==> src/rtl/rv32_pkg.sv <==
// Shared rv32 decode definitions: opcodes, bubble encoding, immediate
// classification and generation, plus the pipeline register payloads.
package rv32_pkg;

  localparam logic [6:0] OP_LUI    = 7'b0110111;
  localparam logic [6:0] OP_AUIPC  = 7'b0010111;
  localparam logic [6:0] OP_JAL    = 7'b1101111;
  localparam logic [6:0] OP_JALR   = 7'b1100111;
  localparam logic [6:0] OP_BRANCH = 7'b1100011;
  localparam logic [6:0] OP_LOAD   = 7'b0000011;
  localparam logic [6:0] OP_STORE  = 7'b0100011;
  localparam logic [6:0] OP_IMM    = 7'b0010011;
  localparam logic [6:0] OP_REG    = 7'b0110011;

  // addi x0,x0,0
  localparam logic [31:0] NOP_INSTR = 32'h00000013;

  typedef enum logic [2:0] {
    IMM_NONE,
    IMM_I,
    IMM_S,
    IMM_B,
    IMM_U,
    IMM_J
  } imm_type_e;

  typedef struct packed {
    logic [31:0] instr;
    logic [31:0] pc;
    logic        valid;
  } ifde_t;

  typedef struct packed {
    logic [31:0] instr;
    logic [31:0] pc;
    logic [31:0] rs1;
    logic [31:0] rs2;
    logic [31:0] imm;
    logic        valid;
  } deexe_t;

  function automatic imm_type_e imm_type(input logic [6:0] op);
    imm_type_e t;
    t = IMM_NONE;
    case (op)
      OP_IMM, OP_LOAD, OP_JALR: t = IMM_I;
      OP_STORE:                 t = IMM_S;
      OP_BRANCH:                t = IMM_B;
      OP_LUI, OP_AUIPC:         t = IMM_U;
      OP_JAL:                   t = IMM_J;
      default:                  t = IMM_NONE;
    endcase
    return t;
  endfunction

  function automatic logic [31:0] imm_gen(input logic [31:0] ins);
    logic [31:0] imm;
    imm = '0;
    case (imm_type(ins[6:0]))
      IMM_I: imm = {{20{ins[31]}}, ins[31:20]};
      IMM_S: imm = {{20{ins[31]}}, ins[31:25], ins[11:7]};
      IMM_B: imm = {{19{ins[31]}}, ins[31], ins[7], ins[30:25], ins[11:8], 1'b0};
      IMM_U: imm = {ins[31:12], 12'b0};
      IMM_J: imm = {{11{ins[31]}}, ins[31], ins[19:12], ins[20], ins[30:21], 1'b0};
      default: imm = '0;
    endcase
    return imm;
  endfunction

endpackage

==> src/rtl/regfile.sv <==
// 32x32 register file, two combinational reads and one synchronous write.
// x0 reads as zero; no write-to-read bypass here (the decode stage owns it).
module regfile (
  input  logic        clk,
  input  logic        we_i,
  input  logic [4:0]  waddr_i,
  input  logic [31:0] wdata_i,
  input  logic [4:0]  raddr_a_i,
  input  logic [4:0]  raddr_b_i,
  output logic [31:0] rdata_a_o,
  output logic [31:0] rdata_b_o
);

  logic [31:0] mem_q [32];

  // Contents deliberately survive reset.
  always_ff @(posedge clk) begin
    if (we_i && (waddr_i != 5'd0)) mem_q[waddr_i] <= wdata_i;
  end

  assign rdata_a_o = (raddr_a_i == 5'd0) ? 32'd0 : mem_q[raddr_a_i];
  assign rdata_b_o = (raddr_b_i == 5'd0) ? 32'd0 : mem_q[raddr_b_i];

endmodule

==> src/rtl/decode_stage.sv <==
// rv32 decode stage: IF/DE register, operand resolution with forwarding and
// write-back bypass, immediate generation, and the DE/EXE register.
module decode_stage
  import rv32_pkg::*;
#(
  parameter logic [31:0] NOP_INSTR = rv32_pkg::NOP_INSTR
) (
  input  logic        clk,
  input  logic        rst,
  input  logic [31:0] instr_if,
  input  logic [31:0] pc_if,
  input  logic        valid_if,
  input  logic        flush,
  input  logic        stall,
  input  logic        hazard_a,
  input  logic        hazard_b,
  input  logic [31:0] data_a_mgr,
  input  logic [31:0] data_b_mgr,
  input  logic        wb_en,
  input  logic [4:0]  wb_rd,
  input  logic [31:0] wb_data,
  output logic [31:0] instr_de,
  output logic        stall_if,
  output logic [31:0] instr_exe,
  output logic [31:0] pc_exe,
  output logic [31:0] rs1_data_exe,
  output logic [31:0] rs2_data_exe,
  output logic [31:0] imm_exe,
  output logic        valid_exe
);

  localparam ifde_t  DE_EMPTY  = '{instr: NOP_INSTR, pc: 32'd0, valid: 1'b0};
  localparam deexe_t EXE_EMPTY = '{instr: NOP_INSTR, pc: 32'd0, rs1: 32'd0,
                                   rs2: 32'd0, imm: 32'd0, valid: 1'b0};

  ifde_t  de_q, de_d;
  deexe_t exe_q, exe_d;

  logic [4:0]  rs1_idx, rs2_idx;
  logic [31:0] rf_a, rf_b;
  logic [31:0] rs1_val, rs2_val;

  assign rs1_idx = de_q.instr[19:15];
  assign rs2_idx = de_q.instr[24:20];

  regfile u_regfile (
    .clk       (clk),
    .we_i      (wb_en),
    .waddr_i   (wb_rd),
    .wdata_i   (wb_data),
    .raddr_a_i (rs1_idx),
    .raddr_b_i (rs2_idx),
    .rdata_a_o (rf_a),
    .rdata_b_o (rf_b)
  );

  // x0 wins over forwarding because the hazard manager does not filter it.
  function automatic logic [31:0] resolve(input logic [4:0]  rs,
                                          input logic        haz,
                                          input logic [31:0] fwd,
                                          input logic [31:0] rf);
    logic [31:0] v;
    v = rf;
    if (rs == 5'd0)                        v = 32'd0;
    else if (haz)                          v = fwd;
    else if (wb_en && (wb_rd == rs))       v = wb_data;
    return v;
  endfunction

  assign rs1_val = resolve(rs1_idx, hazard_a, data_a_mgr, rf_a);
  assign rs2_val = resolve(rs2_idx, hazard_b, data_b_mgr, rf_b);

  always_comb begin
    de_d = de_q;
    if (flush)       de_d = DE_EMPTY;
    else if (!stall) de_d = '{instr: valid_if ? instr_if : NOP_INSTR,
                              pc: pc_if, valid: valid_if};
  end

  always_comb begin
    exe_d = EXE_EMPTY;
    if (!flush && !stall)
      exe_d = '{instr: de_q.instr, pc: de_q.pc, rs1: rs1_val, rs2: rs2_val,
                imm: imm_gen(de_q.instr), valid: de_q.valid};
  end

  always_ff @(posedge clk) begin
    if (rst) begin
      de_q  <= DE_EMPTY;
      exe_q <= EXE_EMPTY;
    end else begin
      de_q  <= de_d;
      exe_q <= exe_d;
    end
  end

  assign stall_if     = stall & ~flush;
  assign instr_de     = de_q.instr;
  assign instr_exe    = exe_q.instr;
  assign pc_exe       = exe_q.pc;
  assign rs1_data_exe = exe_q.rs1;
  assign rs2_data_exe = exe_q.rs2;
  assign imm_exe      = exe_q.imm;
  assign valid_exe    = exe_q.valid;

endmodule

==> config.mk <==
export PLATFORM = sky130hd
export DESIGN_NAME = decode_stage
export DESIGN_NICKNAME = d
export VERILOG_FILES = /design/src/rtl/rv32_pkg.sv /design/src/rtl/regfile.sv /design/src/rtl/decode_stage.sv
export SDC_FILE = /design/constraint.sdc
export NUM_CORES = 2
export LEC_CHECK = 0
export ABC_AREA = 0
export CAP_MARGIN = 20
export CELL_PAD_IN_SITES_DETAIL_PLACEMENT = 1
export CELL_PAD_IN_SITES_GLOBAL_PLACEMENT = 1
export CORE_ASPECT_RATIO = 1.25
export CORE_UTILIZATION = 55
export CTS_CLUSTER_DIAMETER = 200
export DETAILED_ROUTE_END_ITERATION = 12
export PLACE_DENSITY = 0.84
export SYNTH_ARGS = -nofsm -noshare
export SYNTH_HDL_FRONTEND = slang
export SYNTH_SLANG_ARGS = --single-unit
==> constraint.sdc <==
create_clock -name clk -period 13.07 [get_ports clk]
set_input_delay 2.614 -clock clk [delete_from_list [all_inputs] [get_ports clk]]
set_output_delay 2.614 -clock clk [all_outputs]
set_load 0.01 [all_outputs]
### Word-level counts from Yosys, hierarchy flattened

Memories as Yosys holds them, arrays and structs flattened. A register that Yosys moved wholly into a read port is not among the register bits.
Cells that the tools add are included.

* bitwise logic cells: 3
* mux-type cells: 14
* eq/ne operators: 15
* reduce and logical (&&, ||, !) cells: 15

Operators with widths (count)
* 2-to-1 mux 32 bit: 5
* case mux 32 bit (5 select lines): 1
* equality test 7 bit (second input constant): 3
* 2-to-1 mux 5 bit: 4
* case mux 3 bit (5 select lines): 1
* equality test 7 x 5 -> 1 bit (second input constant): 2
* equality test 7 x 6 -> 1 bit (second input constant): 2
* equality test 5 bit: 2
* zero test 5 bit: 2
* OR reduction 3 bit: 3
* equality test 7 x 2 -> 1 bit (second input constant): 1
* equality test 3 x 2 -> 1 bit (second input constant): 2
* equality test 3 bit (second input constant): 2
* OR reduction 2 bit: 3
* nonzero test 5 bit: 1
* logical AND 1 bit: 4
* equality test 3 x 1 -> 1 bit (second input constant): 1
* 2-to-1 mux 3 bit: 1
* zero test 1 bit: 2
* 2-to-1 mux 1 bit: 2
* NOT 1 bit: 2
* bitwise AND 1 bit: 1

* flip-flop bits (word level): 226
* memories: 1
* logic and storage cells: 57
* bits in writable memories: 1024
* input bits: 173

Memories
* u_regfile.mem_q: depth 32, width 32, rd ports 2, clocked after memory_dff 2, wr ports 1, line regfile.sv:14 `logic [31:0] mem_q [32];`

### Logic depth before layout (Yosys ltp)

* depth after elaboration: 6
* depth in mapped cells: 10
* depth with buffers taken out: 5

### Cells and area by module

A second synthesis with hierarchy kept.

* cell total of the unflattened synthesis: 3467
* area total of the unflattened synthesis: 56489.2 µm²

Modules (own cells, without submodules)
* regfile: cells each 2564, seq. area each 30749.5 µm², area an instance 47929.7 µm², instances 1
* decode_stage: cells each 903, seq. area each 4524.3 µm², area an instance 8559.5 µm², instances 1

### Worst setup path before layout

OpenSTA, ideal clock, no wires.

* path type: input to register
* from: input wb_rd[0]
* to: memory u_regfile.mem_q[2][0] (enable)
* data arrival time: 6.224 ns
* slack: 6.344 ns
* buffers on the path: 2
* stages: 4
* cell sequence: clkbuf_1 > nand2b_1 > clkbuf_1 > nor4_1

* cells in the longest elaborated chain, start to end: 4

Ends and longest elaborated chain
* start, declared: line decode_stage.sv:20 `input logic [4:0] wb_rd,`
* nonzero test 5 bit: line regfile.sv:18 `if (we_i && (waddr_i != 5'd0)) mem_q[waddr_i] <= wdata_i;`
* logical AND 1 bit: line regfile.sv:18
* 2-to-1 mux 1 bit: line regfile.sv:18
* 2-to-1 mux 1 bit (implied by the code): line regfile.sv:18
* end, declared: line regfile.sv:14

Several ways; a longest one is shown, not always the timed one.

### Worst setup path in the final report

* from: input stall
* to: output stall_if

* cells in the longest elaborated chain, start to end: 1

Ends and longest elaborated chain
* start, declared: line decode_stage.sv:14 `input logic stall,`
* bitwise AND 1 bit: line decode_stage.sv:97 `assign stall_if = stall & ~flush;`
* end, declared: line decode_stage.sv:23 `output logic stall_if,`

No other way between the ends.

==> run_results.csv <==
group,metric,value,unit
drt,wl_per_cell,38.4,microns
clock_tree,ctsHoldBuffers,0,
cells_and_area,n_fill_cell,8564,
pwr,power_density,131,mW/mm^2
clock_tree,cts_resized,0,
global_route,grt_pass1_vias,38900,
cells_and_area,drive_gt1_frac,0.219,
timing,skew,0.0291,ns
synthesis,yosysWarnings,0,
clock_tree,cts_buffers,121,
timing,slew_viol_final,0,
clock_tree,clock_latency,0.75,ns
timing,finalSetupViolations,0,
clock_tree,cts_sinks,1260,
synthesis,synth_seq_area_share,0.630,
cells_and_area,fin_cells,4999,
floorplanning,dieHeight,360,microns
synthesis,yosysTopAreaCell,"edfxtp_1",
drt,drt-total-wl,192000,microns
synthesis,ys_async_sr_fraction,0,
synthesis,synth_ff_type,"edfxtp_1",
drt,vias_per_cell,7.20,
hold_path,min_path_type,"reg2reg",
setup_path,startpoint_type,"primary input",
pwr,ir_worst_vdd,0.000110,V
timing,tns,0,ns
synthesis,synthCells,3236,
global_route,grt_pass1_wl,274000,microns
pwr,p_switching,1920,uW
timing,rsz0062_at_grt,"no",
cells_and_area,nNetsFinal,3751,
floorplanning,core-area,0.101,sq mm
synthesis,syn_area,0.0563,sq mm
floorplanning,ios,367,
floorplanning,rows,130,
setup_path,cp_data_arrival_time,4.55,ns
clock_tree,post_cts_buffers,0,
timing,slew_headroom,0.232,
drt,drt-initial-drc-count,4571,
run_status,failed_checks,"DRC",
synthesis,yosys-top-cells-area,"edfxtp_1 55%, mux4_2 15%, dfxtp_1 8.4%, mux2i_1 8.1%, a22o_1 1.5%",
place,dp_cells,4760,
run,drv_cap,0,
synthesis,syn_avg_cell_area,17.4,sq um
drt,drcViolationCount,10,
place,place.detailed.hpwl,109000,microns
pwr,p_int,6650,uW
run_status,status,"finished with violations",
drt,vias,36000,
cells_and_area,utilization,0.648,
floorplanning,dieWidth,288,microns
place,place_area,0.0611,sq mm
synthesis,synthDistinctLibCells,55,
timing,worst_pin_slew,1.15,ns
place,portBuffers,366,
floorplanning,start_util,0.557,
timing,whs,0.455,ns
clock_tree,cts_max_level,3,
pwr,p_comb_frac,0.058,
pwr,p_leak,0.0200,uW
clock_tree,cts.clk_slew.worst_paths,0.06,ns
clock_tree,cts.path.max_buffers,3,
pwr,pwr-share-seq,0.517,
synthesis,synth_commonest_cells,"1024 x edfxtp_1, 457 x mux2i_1, 380 x mux4_2",
cells_and_area,area_growth,16.3,%
setup_path,worstPathMaxFanout,66,
setup_path,endpoint_kind,"output pin",
cells_and_area,final_area,0.0655,sq mm
synthesis,yosysMostFrequentCell,"edfxtp_1",
global_route,grt_max_degree,133,
timing,period_needed,7.17,ns
synthesis,synth_edf_count,1024,
pwr,clock_power_share,0.425,
synthesis,synth_top_area_frac,0.546,
drt,first_pass_iters,10,
clock_tree,cts_tree,"built",
drt,ant_nets,0,
clock_tree,cts_root_buf,"clkbuf_16",
synthesis,synth.ff_latch_count,1260,
global_route,groute.usage.overall,0.370,
global_route,antenna_found_initial,3,
pwr,netSwitchingFraction,0.224,
timing,timing.fmax,0.140,GHz
place,routabilityCongestion,0.867,
floorplanning,die_area,0.104,sq mm
setup_path,worstPathRequired,10.46,ns
setup_path,crit_type,"in2out",
global_route,overflow,0,
timing,finalHoldViolations,0,
timing,period_share,0.548,
cells_and_area,diodes,0,
[worst max-delay path: stages]
cell and delay (ns):
buf_2 0.08, buf_4 0.75, inv_1 0.29, nor2_1 0.23, clkdlybuf4s50_1 0.58
[routing by layer]
metal | GRT usage | up-vias | routed length (microns)
met5 | 0 | - | 37
met4 | 0.216 | 6 | 12400
met3 | 0.101 | 702 | 22200
met2 | 0.589 | 2849 | 91600
met1 | 0.452 | 18500 | 65500
li1 | - | 13900 | -
[metrics by stage]
stage          setup slack [ns]  power [uW]
6_report                   5.90        8570
5_1_grt                    5.81        8720
4_1_cts                    5.94        8550
3_5_place_dp               5.98        4980
3_3_place_gp               5.98        4950
2_1_floorplan              6.34        4740
[cell type report]
class / instances / area, sq um / share of cell area
clock inverters: 62 / 697 / 0.0106
flip-flops and latches: 1260 / 35500 / 0.542
clock buffers: 162 / 3340 / 0.0510
repair buffers: 478 / 4790 / 0.0732
inverters: 4 / 15.0 / 0.000229
multi-input cells: 1713 / 19500 / 0.297
well taps: 1320 / 1650 / 0.0252
[path summary, 6_finish.rpt]
check	slack [ns]	startpoint	cells after the start	endpoint
max	5.90	stall	5	stall_if
min	0.46	de_q[28]	1	pc_exe[27]
max reg2reg	8.74	flop	7	rs1_data_exe[0]
min reg2reg	0.46	de_q[28]	1	pc_exe[27]
[registers in the layout, summed over array words and instances (netlist names), named ones only]
name and cells:
de_q 33, pc_exe 32, u_regfile.mem_q 1024, instr_exe 32
rs1_data_exe 32, instr_de 32, imm_exe 32, valid_exe 1
rs2_data_exe 32
[power groups by stage]
stage	clock network, uW	logic, uW	registers [uW]
2_1_floorplan	0	248	4500
3_3_place_gp	0	445	4510
3_5_place_dp	0	466	4520
4_1_cts	3640	474	4430
5_1_grt	3770	512	4430
6_report	3640	496	4430
[logic make-up after synthesis]
family | after synthesis | share of synthesized area
buf+inv | 294 | 0.0318
flops | 1260 | 0.630
simple gates | 348 | 0.0295
xor+xnor | 10 | 0.00156
compound gates | 459 | 0.0668
mux | 864 | 0.240
other cells | 1 | 0.0000666
[cell usage in the layout, fill, tap and decap left out, types with 67 or more instances in the layout]
| cell | n |
|---|---|
| a22o_1 | 95 |
| a22oi_1 | 104 |
| and2_1 | 71 |
| buf_4 | 92 |
| clkbuf_16 | 126 |
| clkdlybuf4s50_1 | 362 |
| dfxtp_1 | 229 |
| edfxtp_1 | 1024 |
| mux2i_1 | 457 |
| mux4_2 | 380 |
| nand2_1 | 102 |
| nor2_1 | 67 |
Note: power is estimated with default switching activity, not from simulation.
